<file path="src/rtl/onehot_decoder_seq.sv">
// Registered SEL_W-to-OUT_N one-hot decoder with a scan mode that walks one bit across every output.
// Latency: 1 cycle per decode; a scan takes OUT_N outputs plus one done cycle. No backpressure, one request per cycle in IDLE.
// ONEHOT_DECODER_ACTIVE_LOW_EN: when defined, y is driven one-cold (all ones when idle).
module onehot_decoder_seq #(
    parameter int SEL_W = 4,
    parameter int OUT_N = 16
) (
    input  logic             clk,
    input  logic             rst_n,
    input  logic             en,
    input  logic [SEL_W-1:0] sel,
    input  logic             scan_start,
    output logic [OUT_N-1:0] y,
    output logic             valid,
    output logic             busy,
    output logic             scan_done,
    output logic             err
);

    typedef enum logic {IDLE, SCAN} state_t;

    localparam logic [SEL_W-1:0] CNT_LAST = SEL_W'(OUT_N - 1);
    localparam logic [OUT_N-1:0] ONE      = OUT_N'(1);

    state_t           state_q;
    logic [SEL_W-1:0] cnt_q;
    logic [OUT_N-1:0] y_q;
    logic             valid_q;
    logic             busy_q;
    logic             done_q;
    logic             err_q;
    logic             last_q;
    logic             sel_ok;

    // Compare at 32 bits so OUT_N == 2**SEL_W does not truncate to zero.
    assign sel_ok = (32'(sel) < OUT_N);

    always_ff @(posedge clk or negedge rst_n) begin
        if (!rst_n) begin
            state_q <= IDLE;
            cnt_q   <= '0;
            y_q     <= '0;
            valid_q <= 1'b0;
            busy_q  <= 1'b0;
            done_q  <= 1'b0;
            err_q   <= 1'b0;
            last_q  <= 1'b0;
        end else begin
            y_q     <= '0;
            valid_q <= 1'b0;
            busy_q  <= 1'b0;
            done_q  <= 1'b0;
            err_q   <= 1'b0;
            case (state_q)
                IDLE: begin
                    if (scan_start) begin
                        state_q <= SCAN;
                        cnt_q   <= '0;
                        last_q  <= 1'b0;
                    end else if (en) begin
                        if (sel_ok) begin
                            y_q     <= ONE << sel;
                            valid_q <= 1'b1;
                        end else begin
                            err_q <= 1'b1;
                        end
                    end
                end
                SCAN: begin
                    if (last_q) begin
                        done_q  <= 1'b1;
                        last_q  <= 1'b0;
                        state_q <= IDLE;
                    end else begin
                        y_q     <= ONE << cnt_q;
                        valid_q <= 1'b1;
                        busy_q  <= 1'b1;
                        last_q  <= (cnt_q == CNT_LAST);
                        // Saturate at the terminal index instead of wrapping.
                        if (cnt_q != CNT_LAST) begin
                            cnt_q <= cnt_q + 1'b1;
                        end
                    end
                end
                default: state_q <= IDLE;
            endcase
        end
    end

`ifdef ONEHOT_DECODER_ACTIVE_LOW_EN
    assign y = ~y_q;
`else
    assign y = y_q;
`endif
    assign valid     = valid_q;
    assign busy      = busy_q;
    assign scan_done = done_q;
    assign err       = err_q;

endmodule

</file>
<file path="config.mk">
export PLATFORM = sky130hd
export DESIGN_NAME = onehot_decoder_seq
export DESIGN_NICKNAME = d
export VERILOG_FILES = /design/src/rtl/onehot_decoder_seq.sv
export SDC_FILE = /design/constraint.sdc
export NUM_CORES = 1
export LEC_CHECK = 0
export CORE_MARGIN = 2
export CORE_UTILIZATION = 48
export DETAILED_ROUTE_END_ITERATION = 10
export HOLD_SLACK_MARGIN = 0.02
export PLACE_DENSITY = 0.81
export SLEW_MARGIN = 40
export SYNTH_ARGS = -nofsm -noshare
export SYNTH_HDL_FRONTEND = slang
export SYNTH_SLANG_ARGS = --single-unit
</file>
<file path="constraint.sdc">
create_clock -name clk -period 1.65 [get_ports clk]
set_clock_uncertainty 0.2 [all_clocks]
set_input_delay 0.33 -clock clk [delete_from_list [all_inputs] [get_ports clk]]
set_output_delay 0.33 -clock clk [all_outputs]
set_load 0.02 [all_outputs]
</file>
Word level (Yosys, flattened, before mapping). Index checks and enable logic that the tools add are counted.

Input port bits: 8. Register bits after elaboration: 25. Output and inout bits: 20. Word-level logic and storage cells: 37.

Equality and inequality tests: 5. Muxes and demuxes: 20. Add/subtract/negate cells: 1. Shifts and indexed selects: 2. Bitwise gates (word level): 1. Reductions and logical operators: 1.

Operators with widths (number): 16-bit 2-to-1 mux (3); 16-bit one-hot mux with 2 select lines (1); 1-bit by 4-bit << shifter with 16-bit output (first input constant) (2); 4-bit 2-to-1 mux (3); 1-bit 2-to-1 mux (9); 4-bit one-hot mux with 2 select lines (1); 1-bit one-hot mux with 2 select lines (3); 4-bit by 1-bit adder with 4-bit output (second input constant) (1); 4-bit == test (second input constant) (1); 2-bit inequality test (second input constant) (2); 4-bit inequality test (second input constant) (1); 3-bit AND reduction (1); 2-bit by 1-bit inequality test with 1-bit output (second input constant) (1); 1-bit NOT (1).

Logic depth before layout (Yosys ltp). Gate-level depths: netlist of the first run.

Word-level depth: 4. Mapped depth: 4. Mapped depth without buffers: 4.

Least setup slack after synthesis of the first run. OpenSTA, ideal clock, no wires.

Path type: register to register. Start point: reg cnt_q[0]. End point: reg cnt_q[2]. Stages on the path, launching flop included: 5. Clock period less this slack: 1.464 ns. Data arrival time: 1.139 ns. Path buffers: 0. Setup slack: 0.186 ns. Required time: 1.325 ns. Library setup time: 0.125 ns. Cell sequence: dfrtp_1 ha_1 a31oi_1 mux2_2 o22ai_1.

Longest elaborated chain between the ends: 4. Elaborated cells between the ends (all ways): 7. Those cells by class: 1 x add/sub; 2 x eq/ne; 3 x mux; 1 x reduce/logical.

Ends and longest elaborated chain: from (decl) (line 26) `logic [SEL_W-1:0] cnt_q;`; from (signal assigned) (line 81) `cnt_q <= cnt_q + 1'b1;`; 4-bit by 1-bit adder with 4-bit output (line 81); 4-bit 2-to-1 mux (line 80) `if (cnt_q != CNT_LAST) begin`; 4-bit 2-to-1 mux (line 70) `if (last_q) begin`; 4-bit one-hot mux with 2 select lines (line 54) `case (state_q)`.

Several ways; a longest one is shown, not always the timed one. The select of a mux whose other input is x is not followed. A chain may end at the register's enable or synchronous reset.

Final worst setup path of the first run. Ends and elaborated chain as after synthesis.

==> flow_metrics.env, run 1 <==
export IMPL_status="completed"
export IMPL_r2r_end="cnt_q[2]"
export IMPL_yosysUniqueCellTypes=34
export IMPL_whs_ns=0.149
export IMPL_regToRegStartpoint="cnt_q[0]"
export IMPL_route_detailed_drc=0
export IMPL_crit_path_cell_trace="ha_1 -> buf_4 -> ha_1 -> o22ai_1"
export IMPL_synth_top_flop_cell="dfrtp_1"
export IMPL_drv_slew=0
export IMPL_start_util=0.513
export IMPL_die_w_um=53.1
export IMPL_ys_async_sr_fraction=1.00
export IMPL_crit_required_ns=1.70
export IMPL_cp_top_family="adder cells"
export IMPL_row_count=17
export IMPL_grt_pass1_wl_um=4040
export IMPL_cts_hold_buf=0
export IMPL_layout_commonest_cell="dfrtp_1"
export IMPL_fin_crit_ns=1.58
export IMPL_crit_top_cell="ha_1"
export IMPL_syn_inst=99
export IMPL_setup_worst_path_end_class="register"
export IMPL_viasPerCell=5.61
export IMPL_fill_cells=198
export IMPL_finalWorstSetupSlack_ns=0.0708
export IMPL_cp_start_kind="register"
export IMPL_cts_made_buffers=3
export IMPL_powerDensity_nw_per_um2=1540
export IMPL_nets=154
export IMPL_ios=28
export IMPL_dr_total_vias=937
export IMPL_wl_per_cell_um=14.5
export IMPL_gr_total_overflow=0
export IMPL_multi_input_area_sq_um=495
export IMPL_rsz0062_at_grt="no"
export IMPL_cts_path_max_buffers=2
export IMPL_core_region_area_sq_um=2250
export IMPL_layout_drive_gt1_share=0.180
export IMPL_cts_resized=19
export IMPL_yosysWarnings=0
export IMPL_setup_viol=0
export IMPL_cts_sinks=25
export IMPL_setup_tns_ns=0
export IMPL_crit_start="cnt_q[0]"
export IMPL_die_area_sq_um=2820
export IMPL_routed_wl_um=2420
export IMPL_place_hpwl_um=1900
export IMPL_syn_area_per_cell_sq_um=11.7
export IMPL_mostFrequentLayoutCells="dfrtp_1 (25), dlygate4sd2_1 (19), buf_4 (14), nand2_1 (10), clkdlybuf4s50_1 (7)"
export IMPL_ys_seq_area_frac=0.541
export IMPL_rr_worst_depth=4
export IMPL_cp_buffers_inverters=1
export IMPL_grt_pass1_vias=879
export IMPL_r2r_slack_ns=0.07
export IMPL_htreeDepth=1
export IMPL_clock_fmax_mhz=633
export IMPL_area_growth_syn_to_layout_pct=33.2
export IMPL_grt_util_all_layers=0.204
export IMPL_cts_tree="yes"
export IMPL_ant_nets=0
export IMPL_hold_class="in -> async"
export IMPL_register_area_sq_um=626
export IMPL_clk_pin_slew_ns=0.13
export IMPL_netlist_area_sq_um=1160
export IMPL_cpMaxStageDelayCell="dfrtp_1"
export IMPL_place_congestion=0.903
export IMPL_drtIter0Drc=26
export IMPL_final_cells=167
export IMPL_io_buffers=26
export IMPL_dpl_worst_slack_ns=-0.165
export IMPL_mappedNetlistNets=113
export IMPL_post_cts_buffers=0
export IMPL_dr_pass1_iters=4
export IMPL_synth_edf_count=0
export IMPL_timing_final_hold_violations=0
export IMPL_ys_ff_latch=25
export IMPL_vdd_drop_max_mv=1.15
export IMPL_root_buffer="clkbuf_4"
export IMPL_die_h_um=53.1
export IMPL_worstSkewPairLatency_ns=0.32
export IMPL_cp_max_fo=5
export IMPL_antenna_cells=0
export IMPL_dp_cells=163
export IMPL_p_leak_uw=0.000799
export IMPL_cpPeakStageDelay_ns=0.46
export IMPL_antenna_found_initial=0
export IMPL_cp_arrival_ns=1.63
export IMPL_crit_type="reg -> reg"
export IMPL_fin_crit_sh=0.957
export IMPL_maxCapViolCount=0
export IMPL_grt_max_degree=26
## worst reg2reg max path, stage by stage, from the launching register on
cell     delay, ns
dfrtp_1       0.46
ha_1          0.25
buf_4         0.15
ha_1          0.28
o22ai_1       0.16
## sequential cells by signal, summed over array words and instances (netlist names)
name	count
busy	1
y	16
state_q	1
scan_done	1
cnt_q	4
valid	1
last_q	1
## worst max-delay path by stage
stage / end / slack, ns / cells past startpoint
2_1_floorplan: cnt_q[2] / 0.19 / 4
3_3_place_gp: y[12] / -0.14 / 4
3_5_place_dp: y[5] / -0.17 / 4
4_1_cts: cnt_q[0] / 0.01 / 4
5_1_grt: y[14] / 0.0007 / 4
6_report: cnt_q[2] / 0.07 / 4
## synthesized netlist by cell type, types with 2 or more instances
master	instances	share of area
clkbuf_1	2	0.0065
ha_1	6	0.065
nor2b_1	3	0.016
o22ai_1	2	0.011
and3_1	3	0.016
inv_1	3	0.0097
o21ai_0	4	0.017
dfrtp_1	25	0.54
nor2_1	5	0.016
nand3_1	4	0.017
a32o_1	5	0.043
nand2_1	10	0.032
nor3_1	2	0.0087
a22o_1	5	0.038
## per-stage QoR
| stage | power (uW) | area, sq um | util |
|---|---|---|---|
| after detailed placement | 2200 | 1530 | 0.679 |
| final | 2370 | 1540 | 0.683 |
| after CTS | 2370 | 1530 | 0.680 |
| after global placement | 2150 | 1530 | 0.679 |
| after global routing | 2540 | 1540 | 0.683 |
| after floorplan | 1690 | 1160 | - |
## final cells by class
cell class	instances	area share
Clock inverter	1	0.00325
Timing Repair Buffer	40	0.222
Inverter	4	0.00975
Clock buffer	3	0.0146
Sequential cell	25	0.406
Tap cell	28	0.0227
Multi-Input combinational cell	66	0.322
## report_power, final
part	total [uW]	internal (uW)	switching (uW)
combinational	1150	515	635
sequential	947	803	143
clock	268	90.9	177
total	2370	1410	956
## cell families after synthesis
group / synth area share
buffers and inverters: 0.0357
AO/OA/AOI/OAI: 0.157
other: 0.00324
flip-flops: 0.541
adder cells (fa/ha/maj): 0.0649
multiplexers: 0.0184
AND/OR/NAND/NOR: 0.180
## metal layers
layer / wire, um / global-route usage / share of wire / vias up
li1: - / - / - / 442
met1: 949 / 0.241 / 0.39 / 451
met2: 1260 / 0.348 / 0.52 / 35
met3: 125 / 0.0282 / 0.052 / 9
met4: 80 / 0.128 / 0.033 / 0
met5: 0 / 0 / 0 / -
No activity file was read; power rests on OpenSTA's default activity.
==> run 2, diff against run 1 <==
--- a/config.mk
+++ b/config.mk
@@ -7,10 +7,12 @@
 export LEC_CHECK = 0
 export CORE_MARGIN = 2
 export CORE_UTILIZATION = 48
+export CTS_CLUSTER_DIAMETER = 100
 export DETAILED_ROUTE_END_ITERATION = 10
+export GPL_TIMING_DRIVEN = 0
 export HOLD_SLACK_MARGIN = 0.02
 export PLACE_DENSITY = 0.81
-export SLEW_MARGIN = 40
+export SLEW_MARGIN = 20
 export SYNTH_ARGS = -nofsm -noshare
 export SYNTH_HDL_FRONTEND = slang
 export SYNTH_SLANG_ARGS = --single-unit
==> flow_metrics.env, run 2 (synthesized netlist as in run 1, its figures left out) <==
export IMPL_status="completed"
export IMPL_antenna_cells=0
export IMPL_worst_slew_pin_transition_ns=0.532
export IMPL_route_detailed_drc=0
export IMPL_crit_type="in -> reg"
export IMPL_wl_per_cell_um=14.3
export IMPL_clock_fmax_mhz=624
export IMPL_setup_worst_path_end_class="register"
export IMPL_area_growth_syn_to_layout_pct=27.9
export IMPL_rsz0062_at_grt="no"
export IMPL_ios=28
export IMPL_gr_total_overflow=0
export IMPL_die_area_sq_um=2820
export IMPL_io_buffers=26
export IMPL_r2r_slack_ns=0.08
export IMPL_nets=147
export IMPL_place_congestion=0.823
export IMPL_rr_worst_depth=3
export IMPL_dpl_worst_slack_ns=-0.280
export IMPL_fin_crit_sh=0.972
export IMPL_die_w_um=53.1
export IMPL_layout_commonest_cell="dfrtp_1"
export IMPL_finalWorstSetupSlack_ns=0.0469
export IMPL_timing_final_hold_violations=0
export IMPL_largest_reg_flops=16
export IMPL_dr_total_vias=899
export IMPL_met1_usage=0.221
export IMPL_fill_cells=198
export IMPL_layout_drive_gt1_share=0.129
export IMPL_cp_arrival_ns=1.65
export IMPL_cpPeakStageDelay_ns=0.51
export IMPL_ant_nets=0
export IMPL_grt_pass1_wl_um=3640
export IMPL_vdd_drop_max_mv=0.930
export IMPL_powerDensity_nw_per_um2=1550
export IMPL_cts_sinks=25
export IMPL_multi_input_area_sq_um=492
export IMPL_cp_buffers_inverters=1
export IMPL_clk_pin_slew_ns=0.13
export IMPL_maxCapViolCount=0
export IMPL_max_slew_margin=0.646
export IMPL_dr_pass1_iters=4
export IMPL_cts_made_buffers=3
export IMPL_grt_util_all_layers=0.179
export IMPL_core_region_area_sq_um=2250
export IMPL_grt_pass1_vias=830
export IMPL_cts_path_max_buffers=2
export IMPL_grt_met2_usage=0.294
export IMPL_top_usage_layer="met2"
export IMPL_viasPerCell=5.62
export IMPL_mostFrequentLayoutCells="dfrtp_1 (23), dlygate4sd2_1 (19), nand2_1 (10), clkdlybuf4s50_1 (6)"
export IMPL_drv_slew=0
export IMPL_regToRegStartpoint="last_q"
export IMPL_antenna_found_initial=0
export IMPL_cts_tree="yes"
export IMPL_row_count=17
export IMPL_cpMaxStageDelayCell="clkdlybuf4s50_1"
export IMPL_hold_class="in -> async"
export IMPL_cp_top_family="simple AND/OR/NAND/NOR gates"
export IMPL_place_hpwl_um=1710
export IMPL_crit_required_ns=1.69
export IMPL_power_uw=2300
export IMPL_gr_usage_met3=0.0424
export IMPL_drtIter0Drc=14
export IMPL_start_util=0.513
export IMPL_crit_path_cell_trace="clkdlybuf4s50_1 -> nand4bb_1 -> nor2_1 -> a32o_1"
export IMPL_cp_start_kind="input pin"
export IMPL_setup_viol=0
export IMPL_worstSkewPairLatency_ns=0.30
export IMPL_htreeDepth=1
export IMPL_r2r_end="y[1]"
export IMPL_p_leak_uw=0.000754
export IMPL_die_h_um=53.1
export IMPL_register_area_sq_um=628
export IMPL_routed_wl_um=2290
export IMPL_fin_crit_ns=1.60
export IMPL_root_buffer="clkbuf_4"
export IMPL_cp_max_fo=6
export IMPL_grt_max_degree=26
## run 2: through the flow
stage	instance area, sq um	instances	setup TNS, ns	util	hold WS [ns]
6_report	1480	160	0	0.656	0.319
3_3_place_gp	1450	153	-6.26	0.644	0.346
3_5_place_dp	1450	153	-7.53	0.644	0.368
4_1_cts	1450	157	0	0.645	0.391
2_1_floorplan	1160	99	0	-	-0.166
5_1_grt	1480	160	0	0.656	0.371
## run 2: worst max-delay path by stage
stage	endpoint	slack (ns)	startpoint	cells after the start
after floorplan	cnt_q[2]	0.19	cnt_q[0]	4
after global placement	y[14]	-0.22	scan_start	4
after detailed placement	y[14]	-0.28	scan_start	4
after CTS	cnt_q[0]	0.005	cnt_q[1]	4
after global routing	y[14]	0.0009	scan_start	4
final	y[14]	0.05	scan_start	4
## run 2: final cells by class
type / count / share of cell area
repair buffers: 29 / 0.173
inverters: 4 / 0.0102
well taps: 28 / 0.0237
multi-input cells: 66 / 0.332
plain buffers: 4 / 0.0178
flip-flops and latches: 25 / 0.425
clock buffers: 4 / 0.0178
## run 2: power breakdown
part	total, uW	internal (uW)	leakage [uW]	switching (uW)
clock network	257	94.1	0.0000150	162
logic	1120	468	0.000418	648
registers	927	809	0.000321	118
## run 2: per-layer routing
layer,vias to the layer above,wire (um)
met5,-,0
li1,422,-
met3,2,158
met4,0,14
met2,32,1150
met1,443,961
## run 2: timing repair
action,CTS,global route
hold buffers,0,1
hold endpoints to repair,0,25
endpoints found under the setup margin,19,3
resized for setup,19,3
pin swaps,0,1
setup buffers,0,2
## run 2: worst reg2reg max path, cell delays in order, from the launching register on
cell and delay [ns]:
dfrtp_1 0.44, or2b_1 0.31, nor3_1 0.34, a22o_1 0.22
==> run 3, diff against run 2 <==
--- a/config.mk
+++ b/config.mk
@@ -6,12 +6,11 @@
 export NUM_CORES = 1
 export LEC_CHECK = 0
 export CORE_MARGIN = 2
-export CORE_UTILIZATION = 48
+export CORE_UTILIZATION = 35
 export CTS_CLUSTER_DIAMETER = 100
 export DETAILED_ROUTE_END_ITERATION = 10
-export GPL_TIMING_DRIVEN = 0
 export HOLD_SLACK_MARGIN = 0.02
-export PLACE_DENSITY = 0.81
+export PLACE_DENSITY = 0.63
 export SLEW_MARGIN = 20
 export SYNTH_ARGS = -nofsm -noshare
 export SYNTH_HDL_FRONTEND = slang
==> flow_metrics.env, run 3 (synthesized netlist as in run 1, its figures left out) <==
export IMPL_drtIter0Drc=41
export IMPL_grt_pass1_wl_um=3960
export IMPL_cts_path_max_buffers=2
export IMPL_root_buffer="clkbuf_4"
export IMPL_power_share_sequential=0.393
export IMPL_largest_reg_flops=16
export IMPL_worstSkewPairLatency_ns=0.33
export IMPL_cpPeakStageDelay_ns=0.50
export IMPL_cp_max_fo=6
export IMPL_stdcell_area_sq_um=1540
export IMPL_setup_worst_path_end_class="register"
export IMPL_die_h_um=61.5
export IMPL_powerDensity_nw_per_um2=1550
export IMPL_routed_wl_um=2370
export IMPL_nets=151
export IMPL_grt_max_degree=26
export IMPL_crit_type="in -> reg"
export IMPL_viasPerCell=4.86
export IMPL_grt_util_all_layers=0.145
export IMPL_final_cells=180
export IMPL_ant_nets=0
export IMPL_place_area_sq_um=1530
export IMPL_cts_tree="yes"
export IMPL_ios=28
export IMPL_crit_required_ns=1.72
export IMPL_r2r_slack_ns=0.09
export IMPL_p_int_uw=1440
export IMPL_cts_sinks=25
export IMPL_swShare=0.396
export IMPL_htreeDepth=1
export IMPL_cp_buffers_inverters=1
export IMPL_whs_ns=0.133
export IMPL_rr_worst_depth=3
export IMPL_layout_commonest_cell="dfrtp_1"
export IMPL_cts_made_buffers=3
export IMPL_antenna_cells=0
export IMPL_status="completed"
export IMPL_cp_start_kind="input pin"
export IMPL_drv_slew=0
export IMPL_fill_cells=308
export IMPL_regToRegStartpoint="state_q"
export IMPL_finalWorstSetupSlack_ns=0.0614
export IMPL_route_detailed_drc=0
export IMPL_clock_power_share=0.116
export IMPL_rsz0062_at_grt="no"
export IMPL_wl_per_cell_um=13.2
export IMPL_start_util=0.373
export IMPL_dpl_worst_slack_ns=-0.267
export IMPL_cpMaxStageDelayCell="clkdlybuf4s50_1"
export IMPL_die_area_sq_um=3780
export IMPL_timing_final_hold_violations=0
export IMPL_hold_class="in -> async"
export IMPL_crit_path_cell_trace="clkdlybuf4s50_1 -> nor4b_4 -> and2b_1 -> a32o_1"
export IMPL_mostFrequentLayoutCells="dfrtp_1 (24), dlygate4sd2_1 (19), buf_4 (11), nand2_1 (10), clkdlybuf4s50_1 (7)"
export IMPL_fin_crit_ns=1.59
export IMPL_io_buffers=26
export IMPL_fin_crit_sh=0.963
export IMPL_clk_pin_slew_ns=0.14
export IMPL_area_growth_syn_to_layout_pct=33.3
export IMPL_p_sw_uw=947
export IMPL_vdd_drop_max_mv=0.661
export IMPL_die_w_um=61.5
export IMPL_cp_top_family="simple AND/OR/NAND/NOR gates"
export IMPL_p_comb_frac=0.490
export IMPL_p_leak_uw=0.000780
export IMPL_dp_cells=176
export IMPL_place_hpwl_um=1830
export IMPL_place_congestion=0.894
export IMPL_setup_viol=0
export IMPL_maxCapViolCount=0
export IMPL_dr_pass1_iters=4
export IMPL_core_region_area_sq_um=3100
export IMPL_grt_pass1_vias=855
export IMPL_cts_hold_buf=0
export IMPL_clock_fmax_mhz=630
export IMPL_cp_arrival_ns=1.66
export IMPL_antenna_found_initial=0
export IMPL_setup_tns_ns=0
export IMPL_gr_total_overflow=0
export IMPL_dr_total_vias=874
export IMPL_row_count=20
export IMPL_layout_drive_gt1_share=0.169
export IMPL_r2r_end="y[12]"
==> run 3: cell types whose count changed in the layout (fill, tap and decap cells not counted), sizes merged <==
cell           previous run  this run
clkbuf                    6         4
clkdlybuf4s50             6         7
dlygate4sd3               1         0
buf                       5        11
==> run 3: worst register-to-register path, stage by stage, from the launching register on <==
cell,delay (ns)
dfrtp_2,0.48
nor4b_4,0.43
and2b_1,0.21
a32o_1,0.17
==> run 3: metal layers <==
layer / share of wire / track usage
met4: 0.025 / 0.0881
met1: 0.43 / 0.186
met2: 0.51 / 0.234
met5: 0 / 0
met3: 0.031 / 0.0189
==> run 3: how the worst max path moves through the flow <==
stage	slack (ns)	end	startpoint	cells past startpoint
CTS	0.07	y[13]	state_q	4
floorplan	0.19	cnt_q[2]	cnt_q[0]	4
global route	0.02	y[12]	scan_start	4
detailed placement	-0.27	y[12]	scan_start	4
finish	0.06	y[12]	scan_start	4
global placement	-0.22	y[12]	scan_start	4
==> run 3: cell type report <==
cell class	instances	area [sq um]	area share
clock buffer	4	26.3	0.0170
inverter	4	15.0	0.00974
timing repair buffer	37	319	0.207
sequential	25	627	0.407
multi-input combinational	66	499	0.324
tap	44	55.1	0.0357
==> run 3: stage by stage <==
step                total power [uW]  utilization
floorplan                       1690            -
global placement                2180        0.492
detailed placement              2210        0.492
CTS                             2390        0.493
global route                    2570        0.497
finish                          2390        0.497
==> run 3: timing repair <==
action / in CTS / in global routing
setup buffers: 0 / 0
gates resized for setup: 19 / 3
endpoints found under the setup margin: 19 / 6
==> run 3: power groups by stage <==
| stage | Clock, uW | Sequential [uW] | Combinational [uW] |
|---|---|---|---|
| floorplan | 0 | 1070 | 611 |
| global placement | 0 | 946 | 1230 |
| detailed placement | 0 | 954 | 1250 |
| CTS | 287 | 936 | 1170 |
| global route | 294 | 968 | 1310 |
| finish | 278 | 941 | 1170 |
